--- config.mk ---
export PLATFORM = sky130hd
export DESIGN_NAME = scan_chain_controller
export DESIGN_NICKNAME = d
export VERILOG_FILES = /design/src/rtl/scan_chain_controller.sv
export SDC_FILE = /design/constraint.sdc
export NUM_CORES = 1
export LEC_CHECK = 0
export ABC_AREA = 1
export CORE_MARGIN = 1
export CORE_UTILIZATION = 58
export CTS_BUF_LIST = sky130_fd_sc_hd__clkbuf_8
export CTS_CLUSTER_DIAMETER = 30
export DETAILED_ROUTE_END_ITERATION = 10
export MAX_ROUTING_LAYER = met4
export PLACE_DENSITY = 0.87
export SLEW_MARGIN = 20
export SYNTH_ARGS = -nofsm -noshare
export SYNTH_HDL_FRONTEND = slang
export SYNTH_SLANG_ARGS = --single-unit
--- constraint.sdc ---
create_clock -name clk -period 4 [get_ports clk]
set_input_delay 1.2 -clock clk [delete_from_list [all_inputs] [get_ports clk]]
set_output_delay 1.2 -clock clk [all_outputs]
set_load 0.005 [all_outputs]
--- src/rtl/scan_chain_controller.sv ---
// scan_chain_controller: host-side master for the CSR serial scan chain.
// Each transaction shifts NUM_WORDS x WIDTH bits, LSB first. Host words come in
// on a valid/ready stream and the chain's previous contents go out on another.
// WIDTH must be at least 2.
// Optional feature macro: SCAN_PARITY_EN adds cap_parity, the XOR of every
// scan_out bit captured during the transaction.
module scan_chain_controller #(
    parameter int unsigned WIDTH     = 8,
    parameter int unsigned NUM_WORDS = 8
) (
    input  logic             clk,
    input  logic             rst,
    input  logic             start,
    output logic             busy,
    output logic             done,
    input  logic [WIDTH-1:0] in_data,
    input  logic             in_valid,
    output logic             in_ready,
    output logic [WIDTH-1:0] out_data,
    output logic             out_valid,
    input  logic             out_ready,
    output logic             scan_enable,
    output logic             scan_in,
    input  logic             scan_out,
`ifdef SCAN_PARITY_EN
    output logic             cap_parity,
`endif
    output logic             processor_enable
);

    localparam int unsigned BitCntW  = (WIDTH > 1) ? $clog2(WIDTH) : 1;
    localparam int unsigned WordCntW = $clog2(NUM_WORDS + 1);

    localparam logic [BitCntW-1:0]  LastBit  = BitCntW'(WIDTH - 1);
    localparam logic [WordCntW-1:0] LastWord = WordCntW'(NUM_WORDS - 1);

    typedef enum logic [2:0] {
        StIdle,
        StLoad,
        StShift,
        StEmit,
        StDone
    } state_e;

    state_e               state_q, state_d;
    logic [WIDTH-1:0]     tx_q;
    logic [WIDTH-1:0]     rx_q;
    logic [WIDTH-1:0]     out_data_q;
    logic [BitCntW-1:0]   bit_cnt_q;
    logic [WordCntW-1:0]  word_cnt_q;
    logic [WIDTH-1:0]     rx_shift;

    // scan_out enters at the MSB so bit i ends up holding shift cycle i's sample
    assign rx_shift = {scan_out, rx_q[WIDTH-1:1]};
    assign out_data = out_data_q;

    // State register
    always_ff @(posedge clk or negedge rst) begin
        if (!rst) begin
            state_q <= StIdle;
        end else begin
            state_q <= state_d;
        end
    end

    // Next-state and state-decoded outputs
    always_comb begin
        state_d          = state_q;
        busy             = 1'b1;
        done             = 1'b0;
        in_ready         = 1'b0;
        out_valid        = 1'b0;
        scan_enable      = 1'b0;
        scan_in          = 1'b0;
        processor_enable = 1'b0;
        unique case (state_q)
            StIdle: begin
                busy             = 1'b0;
                processor_enable = 1'b1;
                if (start) begin
                    state_d = StLoad;
                end
            end
            StLoad: begin
                in_ready = 1'b1;
                if (in_valid) begin
                    state_d = StShift;
                end
            end
            StShift: begin
                scan_enable = 1'b1;
                scan_in     = tx_q[0];
                if (bit_cnt_q == LastBit) begin
                    state_d = StEmit;
                end
            end
            StEmit: begin
                out_valid = 1'b1;
                if (out_ready) begin
                    state_d = (word_cnt_q == LastWord) ? StDone : StLoad;
                end
            end
            StDone: begin
                done    = 1'b1;
                state_d = StIdle;
            end
            default: begin
                state_d = StIdle;
            end
        endcase
    end

    // Word buffers and counters
    always_ff @(posedge clk or negedge rst) begin
        if (!rst) begin
            tx_q       <= '0;
            rx_q       <= '0;
            out_data_q <= '0;
            bit_cnt_q  <= '0;
            word_cnt_q <= '0;
        end else begin
            unique case (state_q)
                StIdle: begin
                    if (start) begin
                        word_cnt_q <= '0;
                    end
                end
                StLoad: begin
                    if (in_valid) begin
                        tx_q      <= in_data;
                        bit_cnt_q <= '0;
                    end
                end
                StShift: begin
                    tx_q      <= tx_q >> 1;
                    rx_q      <= rx_shift;
                    bit_cnt_q <= bit_cnt_q + BitCntW'(1);
                    if (bit_cnt_q == LastBit) begin
                        out_data_q <= rx_shift;
                    end
                end
                StEmit: begin
                    if (out_ready) begin
                        word_cnt_q <= word_cnt_q + WordCntW'(1);
                    end
                end
                default: begin
                end
            endcase
        end
    end

`ifdef SCAN_PARITY_EN
    logic parity_q;

    // Running XOR of captured chain bits, cleared when a start is accepted
    always_ff @(posedge clk or negedge rst) begin
        if (!rst) begin
            parity_q <= 1'b0;
        end else if (state_q == StIdle && start) begin
            parity_q <= 1'b0;
        end else if (state_q == StShift) begin
            parity_q <= parity_q ^ scan_out;
        end
    end

    assign cap_parity = parity_q;
`endif

endmodule

==> results of run 1 <==
critical path: stages (launching register included):
cell and delay (ps):
sky130_fd_sc_hd__dfrtp_1 440, sky130_fd_sc_hd__nor2_2 250, sky130_fd_sc_hd__nand2_4 250, sky130_fd_sc_hd__nor2_1 190, sky130_fd_sc_hd__clkdlybuf4s50_1 520
cells in the mapped netlist, types with 2 or more instances:
master,count
sky130_fd_sc_hd__buf_6,3
sky130_fd_sc_hd__dfrtp_1,33
sky130_fd_sc_hd__ha_1,3
sky130_fd_sc_hd__inv_1,23
sky130_fd_sc_hd__nand2_1,57
sky130_fd_sc_hd__nand2_2,4
sky130_fd_sc_hd__nand2_4,3
sky130_fd_sc_hd__nand3_1,8
sky130_fd_sc_hd__nand4_1,2
sky130_fd_sc_hd__nor2_1,3
sky130_fd_sc_hd__nor2_2,2
sky130_fd_sc_hd__nor3_1,3
sky130_fd_sc_hd__o21ai_0,12
sky130_fd_sc_hd__o21ai_1,15
sky130_fd_sc_hd__o21ai_2,7
registers in the layout (all words and copies together) (netlist names):
name        cells
word_cnt_q      4
tx_q            8
bit_cnt_q       3
rx_q            7
state_q         3
out_data        8
report_power, final:
| group | switching [uW] | internal (uW) | total, uW | leakage [uW] |
|---|---|---|---|---|
| Sequential | 84.1 | 465 | 549 | 0.000424 |
| Clock | 122 | 120 | 242 | 0.0000439 |
| Combinational | 392 | 272 | 664 | 0.000498 |
per-stage QoR:
step           std cells  utilization (%)  setup WS (ps)  hold WS, ps
6_report             249             77.7            858          492
5_1_grt              249             77.7            757          512
4_1_cts              249             77.7            845          485
3_5_place_dp         241             74.3           1200          465
3_3_place_gp         241             74.3           1250          458
2_1_floorplan        187                -           1770          446
path summary, 6_finish.rpt:
check                      slack, ps                startpoint                  endpoint  depth (start not counted)
min in group asynchronous       1320                       rst       tx_q[0]$_DFFE_PN0P_                          2
min                              490  bit_cnt_q[0]$_DFFE_PN0P_  bit_cnt_q[0]$_DFFE_PN0P_                          1
max in group asynchronous       2390                       rst       tx_q[7]$_DFFE_PN0P_                          2
min reg2reg                      490  bit_cnt_q[0]$_DFFE_PN0P_  bit_cnt_q[0]$_DFFE_PN0P_                          1
max reg2reg                     2430    state_q[2]$_DFFE_PN0P_   out_data[1]$_DFFE_PN0P_                          6
max                              860    state_q[2]$_DFFE_PN0P_                   scan_in                          4
logic make-up (layout without fill, tap and decap cells):
| logic type | after synthesis | in the layout |
|---|---|---|
| buffers and inverters | 30 | 62 |
| DFF | 33 | 33 |
| adders and majority gates | 3 | 3 |
| and+or+nand+nor | 85 | 85 |
| AOI/OAI and AO/OA | 36 | 36 |
layout make-up:
| cell class | count | area [um2] |
|---|---|---|
| sequential | 33 | 826 |
| multi-input combinational | 124 | 644 |
| fill | 186 | 567 |
| timing repair buffer | 29 | 288 |
| inverter | 25 | 96.3 |
| clock buffer | 5 | 68.8 |
| tap | 30 | 37.5 |
| clock inverter | 3 | 17.5 |
metal layers:
metal / track usage, % / share of wire (%)
met4: 13.2 / 0.53
met3: 5.83 / 3.3
met2: 42.8 / 50
met1: 32.1 / 46
met5: - / 0
==> impl_metrics.csv, run 1 <==
group,metric,value,unit
outcome,run_status,"finished, final reports clean",
floorplanning,ioPinCount,29,
worst_setup_path,worstPathRequired,2800,ps
floorplanning,placement_rows,18,
worst_hold_path,class_of_the_most_critical_hold_timing_path,"reg -> reg",
clock_network,clk_pin_slew_worst_paths,70,ps
logic_synthesis,synth_seq_area_share,51.3,%
sta,post-route-period-util,78.6,%
logic_synthesis,syn_nets,204,
logic_synthesis,synthDominantCellAreaShare,51.3,%
clock_network,tritoncts,"yes",
logic_synthesis,synth_adder_area_share,2.33,%
global_route,grtUsageTotal,26.9,%
logic_synthesis,synth_top_family_by_area,"simple AND/OR/NAND/NOR gates",
floorplanning,die_height,54.7,um
final_layout,layout_commonest_cell,"sky130_fd_sc_hd__nand2_1",
sta,worstMarginPinSlew,407,ps
sta,maximum_clock_skew_at_final_layout,5.42,ps
logic_synthesis,synth.area.mux_share,0,%
clock_network,clk_root_buffer_cell,"sky130_fd_sc_hd__clkbuf_8",
clock_network,post_cts_hold_buffer_count,0,
logic_synthesis,synth_top_cells_by_area,"sky130_fd_sc_hd__dfrtp_1, sky130_fd_sc_hd__nand2_1, sky130_fd_sc_hd__inv_1",
sta,final_period_minus_worst_setup_slack,3140,ps
logic_synthesis,synthXorXnorAreaFrac,0,%
sta,drv_slew,0,
power,p_per_cell_area,735,nW/um2
logic_synthesis,synth-simple-area-share,24.2,%
sta,grt_setup_unrepaired,"false",
worst_setup_path,critical_path.endpoint_type,"primary output",
final_layout,layout.nets,235,
global_route,via_count_of_the_first_global_routing_pass,1246,
logic_synthesis,synthesized_area_fraction_occupied_by_ao_oa_aoi_and_oai_cells,13.5,%
placed_design,detailed_place.area,1890,um2
floorplanning,total_die_area,2990,um2
global_route,grt_max_degree,34,
routing,routed-via-count,1286,
worst_setup_path,critical_path.startpoint_type,"flop",
routing,detailedRoute.firstPassIterationCount,4,
clock_network,insertion_delay,280,ps
sta,final-hold-violation-count,0,
routing,drt.antenna.violating_nets,0,
logic_synthesis,postSynthCellCount,187,
sta,setup_violations,0,
final_layout,layout.cells.most_common_list,"sky130_fd_sc_hd__nand2_1, sky130_fd_sc_hd__dfrtp_1, sky130_fd_sc_hd__clkdlybuf4s50_1",
worst_setup_path,critPathArrivalTime,1940,ps
floorplanning,effective_utilization_at_floorplan,63.2,%
logic_synthesis,synth-edff-count,0,
power,p_total,1450,uW
logic_synthesis,synth_ff_type,"sky130_fd_sc_hd__dfrtp_1",
floorplanning,dieWidth,54.7,um
logic_synthesis,warnings_synthesis,0,
routing,postRouteWirelength,3220,um
placed_design,dp_hpwl,2220,um
placed_design,port_buffers,28,
sta,tns,0,ps
run,maxCapViolCount,0,
routing,detail_route.vias_per_cell,5.16,
routing,drc_errors,0,
power,ir_worst_vdd,0.596,mV
final_layout,layout-drive-gt1-share,13.7,%
clock_network,htree_levels,2,
worst_setup_path,crit_path_max_fanout,33,
placed_design,gpl.final_weighted_congestion,0.752,
final_layout,area_delta_synth_final,22.9,%
logic_synthesis,synth_cell_types,24,
power,leakage,0.000966,uW
final_layout,antennaDiodeCount,0,
floorplanning,core_area,2540,um2
clock_network,cts_resized,0,
logic_synthesis,postSynth.asyncResetShare,100,%
clock_network,cts_buffers,5,
routing,drtIter0Drc,37,
sta,max_freq,0.318,GHz
clock_network,post-cts-setup-buffers,0,
worst_setup_path,setup.worst_path.class,"reg -> out",
logic_synthesis,post_synth.cell_area_avg,8.60,um2
sta,slew-limit-headroom,72.9,%
clock_network,cts.sink_count,33,
logic_synthesis,synth.cell_area,1610,um2
logic_synthesis,yosysTopAreaCell,"sky130_fd_sc_hd__dfrtp_1",
logic_synthesis,synth_seq_cells,33,
global_route,globalRouteOverflowTotal,0,
clock_network,clock_path_buffers,2,
final_layout,post-route-cell-area,1980,um2
global_route,grt_pass1_wl,5330,um
routing,drt-wirelength-per-cell,12.9,um
global_route,grt_antenna_before_repair,0,
Power figures use the tool's default switching activity.
==> run 2, diff against run 1 <==
CORE_UTILIZATION = 54   (was 58)
PLACE_DENSITY = 0.82   (was 0.87)
clock period = 3.1 ns   (was 4 ns; I/O delays follow)
==> impl_metrics.csv, run 2 (synthesis gave the netlist of run 1 again) <==
group,metric,value,unit
routing,drtIter0Drc,45,
placed_design,dp_hpwl,2120,um
worst_setup_path,critPathArrivalTime,1910,ps
clock_network,insertion_delay,280,ps
sta,final_period_minus_worst_setup_slack,2840,ps
global_route,via_count_of_the_first_global_routing_pass,1266,
worst_setup_path,worstPathRequired,2170,ps
floorplanning,core_area,2780,um2
clock_network,htree_levels,2,
final_layout,layout_commonest_cell,"sky130_fd_sc_hd__nand2_1",
sta,post-route-period-util,91.6,%
routing,drt-wirelength-per-cell,11.8,um
routing,postRouteWirelength,2940,um
final_layout,antennaDiodeCount,0,
sta,drv_slew,0,
power,p_total,1830,uW
routing,drt.antenna.violating_nets,0,
clock_network,post_cts_hold_buffer_count,0,
placed_design,gpl.final_weighted_congestion,0.867,
routing,drc_errors,0,
power,p_per_cell_area,930,nW/um2
final_layout,area_delta_synth_final,22.6,%
sta,max_freq,0.352,GHz
floorplanning,die_height,56.6,um
routing,routed-via-count,1293,
worst_setup_path,setup.worst_path.class,"reg -> out",
final_layout,multiInputGateArea,644,um2
sta,setup_violations,0,
power,leakage,0.000974,uW
placed_design,port_buffers,28,
worst_setup_path,crit_path_max_fanout,33,
floorplanning,effective_utilization_at_floorplan,57.8,%
clock_network,clk_root_buffer_cell,"sky130_fd_sc_hd__clkbuf_8",
clock_network,cts_resized,0,
power,ir_worst_vdd,0.742,mV
final_layout,layout.cells.most_common_list,"sky130_fd_sc_hd__nand2_1, sky130_fd_sc_hd__dfrtp_1, sky130_fd_sc_hd__clkdlybuf4s50_1",
clock_network,clock_path_buffers,2,
global_route,globalRouteOverflowTotal,0,
sta,worstMarginPinSlew,413,ps
routing,detail_route.vias_per_cell,5.17,
final_layout,layout.nets,235,
sta,grt_setup_unrepaired,"false",
final_layout,layout-drive-gt1-share,12.3,%
final_layout,final.fill_count,248,
clock_network,cts.sink_count,33,
sta,slew-limit-headroom,72.5,%
final_layout,seq_area,826,um2
global_route,grtUsageTotal,21.9,%
clock_network,post-cts-setup-buffers,0,
global_route,grt_pass1_wl,5220,um
sta,maximum_clock_skew_at_final_layout,4.01,ps
outcome,run_status,"finished, final reports clean",
sta,tns,0,ps
floorplanning,total_die_area,3200,um2
global_route,grt_max_degree,34,
sta,final-hold-violation-count,0,
routing,detailedRoute.firstPassIterationCount,4,
floorplanning,dieWidth,56.6,um
clock_network,tritoncts,"yes",
floorplanning,ioPinCount,29,
global_route,grt_antenna_before_repair,0,
run,maxCapViolCount,0,
worst_hold_path,class_of_the_most_critical_hold_timing_path,"reg -> reg",
clock_network,clk_pin_slew_worst_paths,60,ps
worst_setup_path,critical_path.endpoint_type,"primary output",
clock_network,cts_buffers,5,
floorplanning,placement_rows,19,
worst_setup_path,critical_path.startpoint_type,"flop",
[run 2: where the power goes]
| group | switching, uW | total (uW) | internal [uW] |
|---|---|---|---|
| clock | 143 | 292 | 149 |
| sequential | 104 | 703 | 600 |
| combinational | 488 | 839 | 351 |
[run 2: worst paths after layout]
path / from / to / slack (ps) / cells after the start
worst min-delay path: out_data[0]$_DFFE_PN0P_ / out_data[0]$_DFFE_PN0P_ / 470 / 2
max in group asynchronous: rst / rx_q[4]$_DFFE_PN0P_ / 1750 / 2
min in group asynchronous: rst / word_cnt_q[0]$_DFFE_PN0P_ / 1040 / 2
worst max register to register: state_q[2]$_DFFE_PN0P_ / out_data[5]$_DFFE_PN0P_ / 1560 / 6
worst min register to register: out_data[0]$_DFFE_PN0P_ / out_data[0]$_DFFE_PN0P_ / 470 / 2
worst max-delay path: state_q[2]$_DFFE_PN0P_ / scan_enable / 260 / 4
[run 2: area by class of cell]
class	count	share of cell area [%]
repair buffers	29	14.6
inverters	25	4.88
well taps	31	1.97
multi-input cells	124	32.7
clock inverters	3	0.571
clock buffers	5	3.49
flip-flops and latches	33	41.9
[run 2: routing by layer]
layer | share of wire [%] | track usage [%] | vias up
met5 | 0 | - | -
met4 | 1.6 | 10.5 | 0
met3 | 3.5 | 4.38 | 7
met2 | 48 | 35.5 | 31
met1 | 47 | 26.3 | 601
li1 | - | - | 654
[run 2: stage by stage]
stage | cells | util [%] | hold slack, ps | worst slack [ps] | instance area (um2)
finish | 250 | 70.9 | 471 | 259 | 1970
global route | 250 | 70.9 | 512 | 159 | 1970
CTS | 250 | 70.9 | 475 | 262 | 1970
detailed placement | 242 | 68.1 | 460 | 571 | 1890
global placement | 242 | 68.1 | 456 | 617 | 1890
floorplan | 187 | - | 446 | 1140 | 1610
[run 2: worst max-delay path: stages (launching register included)]
cell and delay [ps]:
sky130_fd_sc_hd__dfrtp_1 440, sky130_fd_sc_hd__nor2_2 250, sky130_fd_sc_hd__nand2_4 240, sky130_fd_sc_hd__inv_4 180, sky130_fd_sc_hd__clkdlybuf4s50_1 520
==> run 3, diff against run 2 <==
CORE_ASPECT_RATIO = 0.8   (was not set)
==> impl_metrics.csv, run 3 (synthesis gave the netlist of run 1 again) <==
group,metric,value,unit
outcome,run_status,"finished, final reports clean",
sta,grt_setup_unrepaired,"false",
routing,detailedRoute.firstPassIterationCount,4,
final_layout,layoutNonFillerInstCount,258,
global_route,grt_pass1_wl,5370,um
global_route,grt_max_degree,34,
global_route,via_count_of_the_first_global_routing_pass,1273,
final_layout,antennaDiodeCount,0,
final_layout,layout.nets,236,
final_layout,post-route-cell-area,2020,um2
global_route,grt_antenna_before_repair,0,
power,leakage,0.000981,uW
worst_setup_path,crit_path_max_fanout,4,
sta,worstMarginPinSlew,422,ps
worst_setup_path,critical_path.startpoint_type,"flop",
clock_network,tritoncts,"yes",
clock_network,clock_path_buffers,2,
global_route,use_met1,25.5,%
final_layout,layout_commonest_cell,"sky130_fd_sc_hd__nand2_1",
floorplanning,ioPinCount,29,
final_layout,layout-drive-gt1-share,14.1,%
worst_hold_path,class_of_the_most_critical_hold_timing_path,"reg -> reg",
worst_setup_path,crit_path_cell_trace,"nor2_2 > nand2_1 > inv_1 > clkdlybuf4s50_1",
floorplanning,placement_rows,17,
worst_setup_path,regToRegSetupSlack,1550,ps
clock_network,clk_root_buffer_cell,"sky130_fd_sc_hd__clkbuf_8",
sta,slew-limit-headroom,71.9,%
worst_setup_path,cp_slowest_stage_delay,490,ps
global_route,grt_busiest_layer,"met2",
placed_design,dp_hpwl,2260,um
global_route,globalRouteOverflowTotal,0,
placed_design,port_buffers,28,
placed_design,gpl.final_weighted_congestion,0.818,
clock_network,htree_levels,2,
placed_design,place_worst_setup_slack,736,ps
clock_network,clk_pin_slew_worst_paths,70,ps
floorplanning,effective_utilization_at_floorplan,57.7,%
floorplanning,total_die_area,3200,um2
power,p_per_cell_area,978,nW/um2
sta,post-route-period-util,86.5,%
sta,final-hold-violation-count,0,
routing,detail_route.vias_per_cell,5.09,
sta,max_freq,0.373,GHz
clock_network,post_cts_hold_buffer_count,0,
worst_setup_path,critical_path.endpoint_type,"primary output",
routing,drt-wirelength-per-cell,12.3,um
floorplanning,dieWidth,63.0,um
power,ir_worst_vdd,0.605,mV
worst_setup_path,crit_path_top_delay_cell,"sky130_fd_sc_hd__clkdlybuf4s50_1",
sta,setup_violations,0,
clock_network,post-cts-setup-buffers,0,
global_route,grt.met3_usage,5.58,%
global_route,global_route.usage.met2,40.5,%
clock_network,insertion_delay,300,ps
placed_design,placedCellCount,250,
routing,routed-via-count,1314,
power,power_frac_clock,21.0,%
floorplanning,core_area,2790,um2
sta,tns,0,ps
power,combinationalPowerShare,43.4,%
routing,drtIter0Drc,40,
worst_setup_path,worstPathRequired,2170,ps
sta,final_period_minus_worst_setup_slack,2680,ps
power,sequentialPowerShare,35.7,%
routing,postRouteWirelength,3170,um
sta,timing.final.ws_setup,420,ps
sta,maximum_clock_skew_at_final_layout,5.19,ps
clock_network,cts_buffers,5,
routing,drt.antenna.violating_nets,0,
final_layout,area_delta_synth_final,25.8,%
worst_setup_path,setup.worst_path.class,"reg -> out",
power,p_total,1980,uW
global_route,grtUsageTotal,23.2,%
clock_network,cts.sink_count,33,
floorplanning,die_height,50.8,um
routing,drc_errors,0,
run,maxCapViolCount,0,
clock_network,cts_resized,0,
placed_design,detailed_place.area,1910,um2
power,internal_power,1200,uW
power,switching_portion_of_total_power,39.5,%
final_layout,layout.cells.most_common_list,"sky130_fd_sc_hd__nand2_1, sky130_fd_sc_hd__dfrtp_1, sky130_fd_sc_hd__clkdlybuf4s50_1",
power,power_switching,782,uW
sta,drv_slew,0,
worst_setup_path,critPathArrivalTime,1750,ps
run 3: cell count changes in the layout (fill, tap and decap cells not counted):
| cell | previous run | this run |
|---|---|---|
| sky130_fd_sc_hd__inv_1 | 26 | 23 |
| sky130_fd_sc_hd__buf_4 | 1 | 2 |
| sky130_fd_sc_hd__bufinv_16 | 0 | 1 |
| sky130_fd_sc_hd__clkinv_4 | 0 | 1 |
| sky130_fd_sc_hd__clkinvlp_4 | 0 | 1 |
run 3: metrics by stage:
| stage | utilization (%) | hold WS, ps |
|---|---|---|
| 2_1_floorplan | - | 446 |
| 3_3_place_gp | 68.5 | 462 |
| 3_5_place_dp | 68.5 | 473 |
| 4_1_cts | 72.7 | 484 |
| 5_1_grt | 72.7 | 502 |
| 6_report | 72.7 | 481 |
run 3: final timing paths:
path	startpoint	end	cells past startpoint
setup / recovery	state_q[2]$_DFFE_PN0P_	processor_enable	4
hold / removal	bit_cnt_q[0]$_DFFE_PN0P_	bit_cnt_q[0]$_DFFE_PN0P_	1
setup reg to reg	state_q[2]$_DFFE_PN0P_	bit_cnt_q[1]$_DFFE_PN0P_	7
hold reg to reg	bit_cnt_q[0]$_DFFE_PN0P_	bit_cnt_q[0]$_DFFE_PN0P_	1
max in group asynchronous	rst	out_data[1]$_DFFE_PN0P_	2
min in group asynchronous	rst	rx_q[5]$_DFFE_PN0P_	2
run 3: critical path: cells and delay by family (launching register included):
family | cells | cell delay, ps
and+or+nand+nor | 2 | 430
buffers and inverters | 2 | 570
DFF | 1 | 450
run 3: power by group through the flow:
| stage | clock (uW) | sequential [uW] | combinational (uW) |
|---|---|---|---|
| 4_1_cts | 421 | 706 | 865 |
| 5_1_grt | 435 | 726 | 968 |
| 3_3_place_gp | 0 | 702 | 822 |
| 6_report | 415 | 706 | 859 |
| 2_1_floorplan | 0 | 695 | 597 |
| 3_5_place_dp | 0 | 712 | 860 |
run 3: cell type report:
cell class,count,area [um2]
Fill cell,228,762
Multi-Input combinational cell,124,644
Timing Repair Buffer,30,295
Tap cell,38,47.5
Clock inverter,3,46.3
Inverter,25,96.3
Clock buffer,5,68.8
Sequential cell,33,826
run 3: metal layers:
metal,part of all wire [%],vias to the layer above
met3,4.9,3
met5,0,-
met4,1.1,0
met2,49,27
li1,-,658
met1,44,626
